==> src/rtl/i2c_slave_rx_fsm.sv <==
// I2C slave receive controller: START/STOP detect, address/data shift, ACK drive.
// Define I2C_GENERAL_CALL_EN to also answer the general-call address 7'h00 (write only).
module i2c_slave_rx_fsm #(
    parameter logic [6:0] SLAVE_ADDR = 7'h48
) (
    input  logic       clk,
    input  logic       n_rst,
    input  logic       SCL_sync,
    input  logic       SDA_sync,
    input  logic       rising_edge,
    input  logic       falling_edge,
    input  logic       rx_ready,
    output logic       sda_drive_low,
    output logic [7:0] rx_data,
    output logic       rx_valid,
    output logic       addr_match,
    output logic       rw_mode,
    output logic       tx_handoff,
    output logic       overrun,
    output logic       busy
);

    typedef enum logic [2:0] {
        S_IDLE, S_ADDR, S_ADDR_ACK, S_DATA, S_DATA_ACK, S_HANDOFF, S_IGNORE
    } state_t;

    state_t      r_state, w_state_nxt;
    logic        r_sda_prev;
    logic [7:0]  r_shift, w_shift_nxt;
    logic [3:0]  r_bitcnt, w_bitcnt_nxt;
    logic        r_drive, w_drive_nxt;
    logic [7:0]  r_rx_data, w_rx_data_nxt;
    logic        r_rw, w_rw_nxt;
    logic        r_handoff, w_handoff_nxt;
    logic        r_overrun, w_overrun_nxt;
    logic        r_busy, w_busy_nxt;
    logic        w_rx_valid, w_addr_match;
    logic        w_start, w_stop, w_byte_end, w_gc, w_addr_hit;

    assign w_start    = SCL_sync & r_sda_prev & ~SDA_sync;
    assign w_stop     = SCL_sync & ~r_sda_prev & SDA_sync;
    assign w_byte_end = falling_edge & (r_bitcnt == 4'd8);

`ifdef I2C_GENERAL_CALL_EN
    assign w_gc = (r_shift == 8'h00);
`else
    assign w_gc = 1'b0;
`endif

    assign w_addr_hit = (r_shift[7:1] == SLAVE_ADDR) | w_gc;

    always_ff @(posedge clk or negedge n_rst) begin
        if (!n_rst) begin
            r_state    <= S_IDLE;
            r_sda_prev <= 1'b0;
            r_shift    <= '0;
            r_bitcnt   <= '0;
            r_drive    <= 1'b0;
            r_rx_data  <= '0;
            r_rw       <= 1'b0;
            r_handoff  <= 1'b0;
            r_overrun  <= 1'b0;
            r_busy     <= 1'b0;
        end else begin
            r_state    <= w_state_nxt;
            r_sda_prev <= SDA_sync;
            r_shift    <= w_shift_nxt;
            r_bitcnt   <= w_bitcnt_nxt;
            r_drive    <= w_drive_nxt;
            r_rx_data  <= w_rx_data_nxt;
            r_rw       <= w_rw_nxt;
            r_handoff  <= w_handoff_nxt;
            r_overrun  <= w_overrun_nxt;
            r_busy     <= w_busy_nxt;
        end
    end

    always_comb begin
        w_state_nxt   = r_state;
        w_shift_nxt   = r_shift;
        w_bitcnt_nxt  = r_bitcnt;
        w_drive_nxt   = r_drive;
        w_rx_data_nxt = r_rx_data;
        w_rw_nxt      = r_rw;
        w_handoff_nxt = r_handoff;
        w_overrun_nxt = r_overrun;
        w_busy_nxt    = r_busy;
        w_rx_valid    = 1'b0;
        w_addr_match  = 1'b0;
        if (w_start) begin
            w_state_nxt   = S_ADDR;
            w_bitcnt_nxt  = '0;
            w_busy_nxt    = 1'b1;
            w_drive_nxt   = 1'b0;
            w_handoff_nxt = 1'b0;
            w_overrun_nxt = 1'b0;
        end else if (w_stop) begin
            w_state_nxt   = S_IDLE;
            w_busy_nxt    = 1'b0;
            w_drive_nxt   = 1'b0;
            w_handoff_nxt = 1'b0;
        end else begin
            // Only address and data bits are captured; ACK clocks are skipped.
            if (rising_edge && (r_state == S_ADDR || r_state == S_DATA)
                && r_bitcnt != 4'd8) begin
                w_shift_nxt  = {r_shift[6:0], SDA_sync};
                w_bitcnt_nxt = r_bitcnt + 4'd1;
            end
            case (r_state)
                S_ADDR: begin
                    if (w_byte_end) begin
                        if (w_addr_hit) begin
                            w_state_nxt  = S_ADDR_ACK;
                            w_drive_nxt  = 1'b1;
                            w_addr_match = 1'b1;
                            w_rw_nxt     = r_shift[0];
                        end else begin
                            w_state_nxt = S_IGNORE;
                        end
                    end
                end
                S_ADDR_ACK: begin
                    if (falling_edge) begin
                        w_drive_nxt  = 1'b0;
                        w_bitcnt_nxt = '0;
                        if (r_rw) begin
                            w_state_nxt   = S_HANDOFF;
                            w_handoff_nxt = 1'b1;
                        end else begin
                            w_state_nxt = S_DATA;
                        end
                    end
                end
                S_DATA: begin
                    if (w_byte_end) begin
                        w_state_nxt = S_DATA_ACK;
                        if (rx_ready) begin
                            w_rx_data_nxt = r_shift;
                            w_rx_valid    = 1'b1;
                            w_drive_nxt   = 1'b1;
                        end else begin
                            w_overrun_nxt = 1'b1;
                            w_drive_nxt   = 1'b0;
                        end
                    end
                end
                S_DATA_ACK: begin
                    // Drive level during the ACK slot records accept vs NACK.
                    if (falling_edge) begin
                        w_drive_nxt  = 1'b0;
                        w_bitcnt_nxt = '0;
                        w_state_nxt  = r_drive ? S_DATA : S_IGNORE;
                    end
                end
                default: ;
            endcase
        end
    end

    assign sda_drive_low = r_drive;
    assign rx_data       = w_rx_valid ? r_shift : r_rx_data;
    assign rx_valid      = w_rx_valid;
    assign addr_match    = w_addr_match;
    assign rw_mode       = r_rw;
    assign tx_handoff    = r_handoff;
    assign overrun       = r_overrun;
    assign busy          = r_busy;

endmodule

==> config.mk <==
export PLATFORM = sky130hd
export DESIGN_NAME = i2c_slave_rx_fsm
export DESIGN_NICKNAME = d
export VERILOG_FILES = /design/src/rtl/i2c_slave_rx_fsm.sv
export SDC_FILE = /design/constraint.sdc
export NUM_CORES = 1
export LEC_CHECK = 0
export BUFFER_PORTS_ARGS = -buffer_cell sky130_fd_sc_hd__buf_4
export CORE_MARGIN = 2
export CORE_UTILIZATION = 51
export CTS_CLUSTER_SIZE = 16
export DETAILED_ROUTE_END_ITERATION = 10
export PLACE_DENSITY_LB_ADDON = 0.12
export SYNTH_ARGS = -nofsm -noshare
export SYNTH_HDL_FRONTEND = slang
export SYNTH_SLANG_ARGS = --single-unit
==> constraint.sdc <==
create_clock -name clk -period 2.2 [get_ports clk]
set_input_delay 0.22 -clock clk [delete_from_list [all_inputs] [get_ports clk]]
set_output_delay 0.22 -clock clk [all_outputs]
set_load 0.02 [all_outputs]
; ---- Yosys cells after proc, flatten, opt, wreduce, memory -nomap -nowiden
; Index checks and enable logic that the tools add are counted.
[totals]
reg_bits = 29
input_bits = 7
out_inout_bits = 15
wordCells = 99
[classes]
addsub = 1
n_eq_ne = 15
muxes = 45
bitwise_logic = 9
n_reduce_logical = 19
[op_table]
columns = cell, count
row1 = two-way mux 1 bit, 28
row2 = two-way mux 3 bit, 9
row3 = "!= test 4 bit, second input constant", 6
row4 = two-way mux 4 bit, 5
row5 = AND reduction 5 bit, 4
row6 = one-hot mux 3 bit (4 select lines), 1
row7 = nonzero test 3 bit, 3
row8 = two-way mux 8 bit, 1
row9 = "equality test 7 bit, second input constant", 1
row10 = "equality test 3 x 2 -> 1 bit, second input constant", 2
row11 = AND reduction 3 bit, 2
row12 = nonzero test 2 bit, 3
row13 = nonzero test 6 bit, 1
row14 = AND 1 bit, 5
row15 = nonzero test 5 bit, 1
row16 = "adder 4 x 1 -> 4 bit, second input constant", 1
row17 = "equality test 4 bit, second input constant", 1
row18 = "!= test 4 x 1 -> 1 bit, second input constant", 1
row19 = NOT 1 bit, 4
row20 = AND reduction 4 bit, 1
row21 = "equality test 3 x 1 -> 1 bit, second input constant", 1
row22 = "equality test 3 bit, second input constant", 1
row23 = one-hot mux 1 bit (3 select lines), 1
row24 = logical AND 1 bit, 2
row25 = 4 further kinds, 4

; ---- Depth between registers and ports, before layout
[logic_depth]
depth_word = 9
mapped_depth = 7
ltp_nobuf = 6

; ---- Worst setup path after synthesis
; OpenSTA, ideal clock, no wires.
[synth_path]
kind = register to output
from = reg r_bitcnt[0]
to = out rx_data[0]
arrival_ps = 2122
required_ps = 1980
path_slack_ps = -142
stages_incl_launch_ff = 8
path_buffers = 1
path_cell_list = dfrtp_1 -> inv_1 -> ha_1 -> and4b_2 -> a21bo_4 -> nor4_4 -> buf_6 -> mux2_4
[synth_between]
elab_chain_len = 7
[synth_rtl]
columns = element, line_no
row1 = "start, declared", 30  ; logic [3:0] r_bitcnt, w_bitcnt_nxt;
row2 = "start signal, assigned", 68  ; r_bitcnt <= w_bitcnt_nxt;
row3 = equality test 4 bit, 42  ; assign w_byte_end = falling_edge & (r_bitcnt == 4'd8);
row4 = AND 1 bit, 42
row5 = two-way mux 1 bit, 135  ; if (w_byte_end) begin
row6 = two-way mux 1 bit, 109  ; case (r_state)
row7 = two-way mux 1 bit, 97  ; end else if (w_stop) begin
row8 = two-way mux 1 bit, 90  ; if (w_start) begin
row9 = named net rx_valid, 15  ; output logic rx_valid,
row10 = two-way mux 8 bit, 161  ; assign rx_data = w_rx_valid ? r_shift : r_rx_data;
row11 = "end, declared", 14  ; output logic [7:0] rx_data,
; The timed path passes the listed nets, and every way through them passes these cells.

; ---- Worst setup path in the final report
[layout_path]
from = reg r_bitcnt[1]
to = out rx_data[0]
[layout_between]
elab_chain_len = 7
[layout_rtl]
columns = element, line_no
row1 = equality test 4 bit, 42
row2 = AND 1 bit, 42
row3 = two-way mux 1 bit, 135
row4 = two-way mux 1 bit, 109
row5 = two-way mux 1 bit, 97
row6 = two-way mux 1 bit, 90
row7 = two-way mux 8 bit, 161
; Every way passes these cells.

==> results.txt <==
----------------------------------------------------
[Outcome]
  Run status ... finished, violations left
  Failing checks ... setup timing

[Synthesis]
  Flip-flop and latch count after synthesis ... 29
  Simple-gate area share of the yosys netlist ... 0.1394
  Yosys Warn Count ... 0
  Fraction of synthesized cell area taken by the top area cell type ... 0.4592
  Total standard cell area after synthesis ... between 1500 and 2000 sq um
  Multiplexer fraction of the synthesized cell area ... 0.2059
  Largest family of logic cells by synthesized area ... multiplexers
  Fraction of synthesized cell area in xor and xnor cells ... 0.005542
  Library cell with the largest summed area after synthesis ... sky130_fd_sc_hd__dfrtp_1
  Net count after synthesis ... about 140
  Post-Syn Instances ... between 100 and 150
  Synth Area in Compound Gates ... 0.1386
  Share of synthesized area occupied by flip-flops and latches ... 0.4592
  Post-synthesis cell type count ... 42
  Average instance area after synthesis ... approximately 12 sq um
  Adder-cell area share of the yosys netlist ... 0.01584
  Dominant cells by area after synthesis ... sky130_fd_sc_hd__dfrtp_1, sky130_fd_sc_hd__mux2_2, sky130_fd_sc_hd__mux2_4

[Setup path]
  CP Class ... reg2out
  Critical-path maximum fanout ... 5
  Slowest cell on crit path ... sky130_fd_sc_hd__dfrtp_1
  Sequence of cells on the critical path ... inv_2, ha_4, and4b_2, a21bo_4, nor4_4, buf_4, clkbuf_16, mux2_4, buf_6
  Worst Path Required ... 1.98 ns
  Kind of capture point of the worst setup path ... output port
  Category of the worst setup path launch point ... flip-flop
  Worst EP arrival ... 2.33 ns
  Crit path largest cell delay ... between 0.4 and 0.5 ns
  Bufs and invs on worst path ... 4
  CP delay by family, top ... buffers and inverters

[Detailed routing]
  DR DRC count ... 0
  Total vias in the final route ... 1,224
  Remaining number of nets flagged by the antenna check after routing ... 0
  Wirelength, routed ... roughly 3.4 mm
  Number of iterations in the first detailed-routing pass ... 6
  Vias per inst ... 5.942
  Top routing layer in use ... met4
  Detailed-route wire length on metal 1 ... about 1.6 mm
  DRC marker count from the first detailed-route iteration ... 48
  Wire length on met2 ... 1.639 mm
  Avg WL per Cell ... 16.64 um
  Met3 routed WL ... between 150 and 200 um

[Timing]
  Number of hold violations in the final report ... 0
  Slew at the pin closest to its max-slew limit ... about 0.44 ns
  Final min period ... approximately 2.5 ns
  Final critical-path setup slack ... -0.3471 ns
  Part of the cycle the worst path needs ... 1.158
  Unrepaired setup endpoints after global routing ... true
  Clock skew ... ~0.0046 ns
  Worst hold slack after final layout ... ~0.045 ns
  Achievable clock frequency ... 392.6 MHz
  Final setup TNS ... -3.130 ns
  Count of endpoints failing setup in the final report ... 13
  Relative slew slack ... 0.7046
  Final number of max-transition violations ... 0

[Placement]
  Final weighted congestion in routability-driven placement ... slightly above 0.9
  HPWL reported at the end of detailed placement ... between 2 and 2.5 mm
  Port bufs ... 21
  Worst slack at placement ... between 0.03 and 0.04 ns

[Finish]
  Total number of nets in the final design ... 181
  Layout-stage area growth over the synthesis result ... 27.00%
  Share of final-layout standard cells stronger than drive strength 1 ... 0.4509
  Number of inserted filler cells in the final layout ... 233
  Antenna diode instance count ... 0
  Post-Route Utilization ... 0.6683

[Clock tree]
  CTS tree ... done
  Skew-Pair Late Insertion Delay ... about 0.33 ns
  Clock Root Buffer ... sky130_fd_sc_hd__clkbuf_4
  Total number of clock tree sinks ... 29
  Number of H-tree levels ... 2
  Clock Path Buffers ... 2
  Clock transition at the registers of the reported paths ... 0.10 ns
  TritonCTS buffer count ... 5

[Floorplan]
  Number of rows in the core area ... 20
  Number of I/O pins ... 22
  Die height ... 59.67 um
  Die Wd ... between 50 and 60 um
  Die Area ... about 3600 sq um
  CORE AREA ... approximately 3000 sq um
  Starting density of the core ... 0.5263

[Pwr]
  Total power consumption of the routed design ... ~2.0 mW
  Worst VDD drop ... 620.4 uV
  Leakage power of the design ... approximately 0.93 nW
  Cell Pwr Density ... 978.9 nW/um^2

[Worst hold path]
  Class of the most critical hold timing path ... in2reg

[Flow run]
  Count of max-cap constraint violations ... 0

[Global route]
  Gr ovfl total ... 0
  First-pass GRT wire length ... approximately 5.5 mm
  Maximum number of pins on one net before global-route repair ... 30
  Number of global-route vias before repair ... between 1,000 and 1,500
  Global router's overall resource usage ... 0.2128
  Antenna violations before repair ... 0

----------------------------------------------------
## synthesized netlist by cell type
cell and number:
sky130_fd_sc_hd__buf_1 1, sky130_fd_sc_hd__nand3_1 4, sky130_fd_sc_hd__a21oi_1 5, sky130_fd_sc_hd__a211oi_1 1, sky130_fd_sc_hd__or3_1 1, sky130_fd_sc_hd__and4bb_2 2
sky130_fd_sc_hd__nor3_1 1, sky130_fd_sc_hd__and3_1 2, sky130_fd_sc_hd__o221ai_1 1, sky130_fd_sc_hd__dfrtp_1 29, sky130_fd_sc_hd__a21o_1 1, sky130_fd_sc_hd__mux2i_1 1
sky130_fd_sc_hd__and2_1 2, sky130_fd_sc_hd__ha_1 2, sky130_fd_sc_hd__a41oi_1 1, sky130_fd_sc_hd__buf_6 1, sky130_fd_sc_hd__mux2_2 16, sky130_fd_sc_hd__buf_2 3
sky130_fd_sc_hd__o22ai_1 1, sky130_fd_sc_hd__mux2_4 9, sky130_fd_sc_hd__nor4_4 1, sky130_fd_sc_hd__a22o_1 1, sky130_fd_sc_hd__nor3b_1 1, sky130_fd_sc_hd__o21ai_0 7
sky130_fd_sc_hd__or3b_2 1, sky130_fd_sc_hd__a21bo_4 1, sky130_fd_sc_hd__nand4_1 1, sky130_fd_sc_hd__inv_1 6, sky130_fd_sc_hd__o41a_1 1, sky130_fd_sc_hd__xor2_1 1
sky130_fd_sc_hd__o31ai_1 2, sky130_fd_sc_hd__a311o_1 1, sky130_fd_sc_hd__a31oi_1 6, sky130_fd_sc_hd__clkbuf_1 1, sky130_fd_sc_hd__nand3b_1 2, sky130_fd_sc_hd__and4b_2 1
sky130_fd_sc_hd__nor2b_1 3, sky130_fd_sc_hd__nand2_1 7, sky130_fd_sc_hd__a211oi_2 1, sky130_fd_sc_hd__nor2_1 4, sky130_fd_sc_hd__nor4b_1 1, sky130_fd_sc_hd__a2bb2oi_1 1
## cell type report
type / count / area [sq um] / share of cell area
tap: 33 / 41.29 / 0.02057
sequential: 29 / 725.7 / 0.3616
clock buffer: 5 / 37.54 / 0.01870
multi-input combinational: 94 / 818.3 / 0.4077
inverter: 6 / 22.52 / 0.01122
timing repair buffer: 36 / 344.1 / 0.1714
clock inverter: 3 / 17.52 / 0.008728
## cells by family after synthesis
group | after synthesis
mux | 26
fa+ha+maj | 2
simple gates | 34
buf+inv | 12
flops | 29
compound gates | 31
xor+xnor | 1
## registers in the layout, summed over array words and instances, names as in the netlist
| register | cells |
|---|---|
| tx_handoff | 1 |
| sda_drive_low | 1 |
| r_shift | 8 |
| r_state | 3 |
| r_sda_prev | 1 |
| r_rx_data | 8 |
| overrun | 1 |
| r_bitcnt | 4 |
| rw_mode | 1 |
| busy | 1 |
## worst register-to-register path, cell delays in order, from the launching register on
cell and delay, ns:
sky130_fd_sc_hd__dfrtp_1 0.41, sky130_fd_sc_hd__inv_2 0.09, sky130_fd_sc_hd__ha_4 0.13, sky130_fd_sc_hd__and4b_2 0.23
sky130_fd_sc_hd__a21bo_4 0.24, sky130_fd_sc_hd__nor4_4 0.13, sky130_fd_sc_hd__buf_4 0.18, sky130_fd_sc_hd__clkbuf_16 0.15
sky130_fd_sc_hd__buf_4 0.11, sky130_fd_sc_hd__buf_4 0.10, sky130_fd_sc_hd__buf_6 0.10, sky130_fd_sc_hd__mux2_2 0.32
## routing by layer
layer  vias up  track usage
met5         -            0
met4         0      0.09841
met3        11      0.07359
met2        41       0.3121
met1       600       0.2825
li1        572            -
## worst paths after layout
| check | start | to | slack [ns] | depth (start not counted) |
|---|---|---|---|---|
| worst min register to register | r_rx_data[4] | r_rx_data[4] | 0.52 | 1 |
| worst min-delay path | SDA_sync | r_sda_prev | 0.04 | 1 |
| min in group asynchronous | n_rst | r_state[0] | 0.34 | 2 |
| worst max register to register | r_bitcnt[1] | r_rx_data[2] | -0.09 | 11 |
| max in group asynchronous | n_rst | r_shift[6] | 1.57 | 2 |
| worst max-delay path | r_bitcnt[1] | rx_data[0] | -0.35 | 9 |
## power breakdown
group / total [mW] / internal [mW] / leakage (nW) / switching, mW
clock network: 0.323 / 0.120 / 0.0310 / 0.202
logic: 0.751 / 0.410 / 0.521 / 0.342
registers: 0.891 / 0.682 / 0.376 / 0.209
## metrics by stage
step | cell area [sq um] | instances
detailed placement | 1800 | 187
global route | 2007 | 206
finish | 2007 | 206
floorplan | 1593 | 135
global placement | 1800 | 187
CTS | 1918 | 199
## cells in the final DEF, fill, tap and decap left out, drive strengths merged, types with 2 or more instances in the layout
cell type / instances
nor2: 4
and3: 2
nand3b: 2
clkbuf: 6
and2: 2
inv: 6
nand2: 7
o21ai: 7
a211oi: 2
nand3: 4
o31ai: 2
ha: 2
buf: 34
dfrtp: 29
a21oi: 5
clkinv: 2
a31oi: 6
mux2: 25
nor2b: 3
and4bb: 2
## what timing repair did
item / in CTS / in global routing
setup buffers: 3 / 7
hold endpoints to repair: 29 / 0
setup endpoints to repair: 10 / 10
gates cloned: 0 / 1
hold buffers: 1 / 0
gates resized for setup: 8 / 5
(Power assumes the default switching activity.)
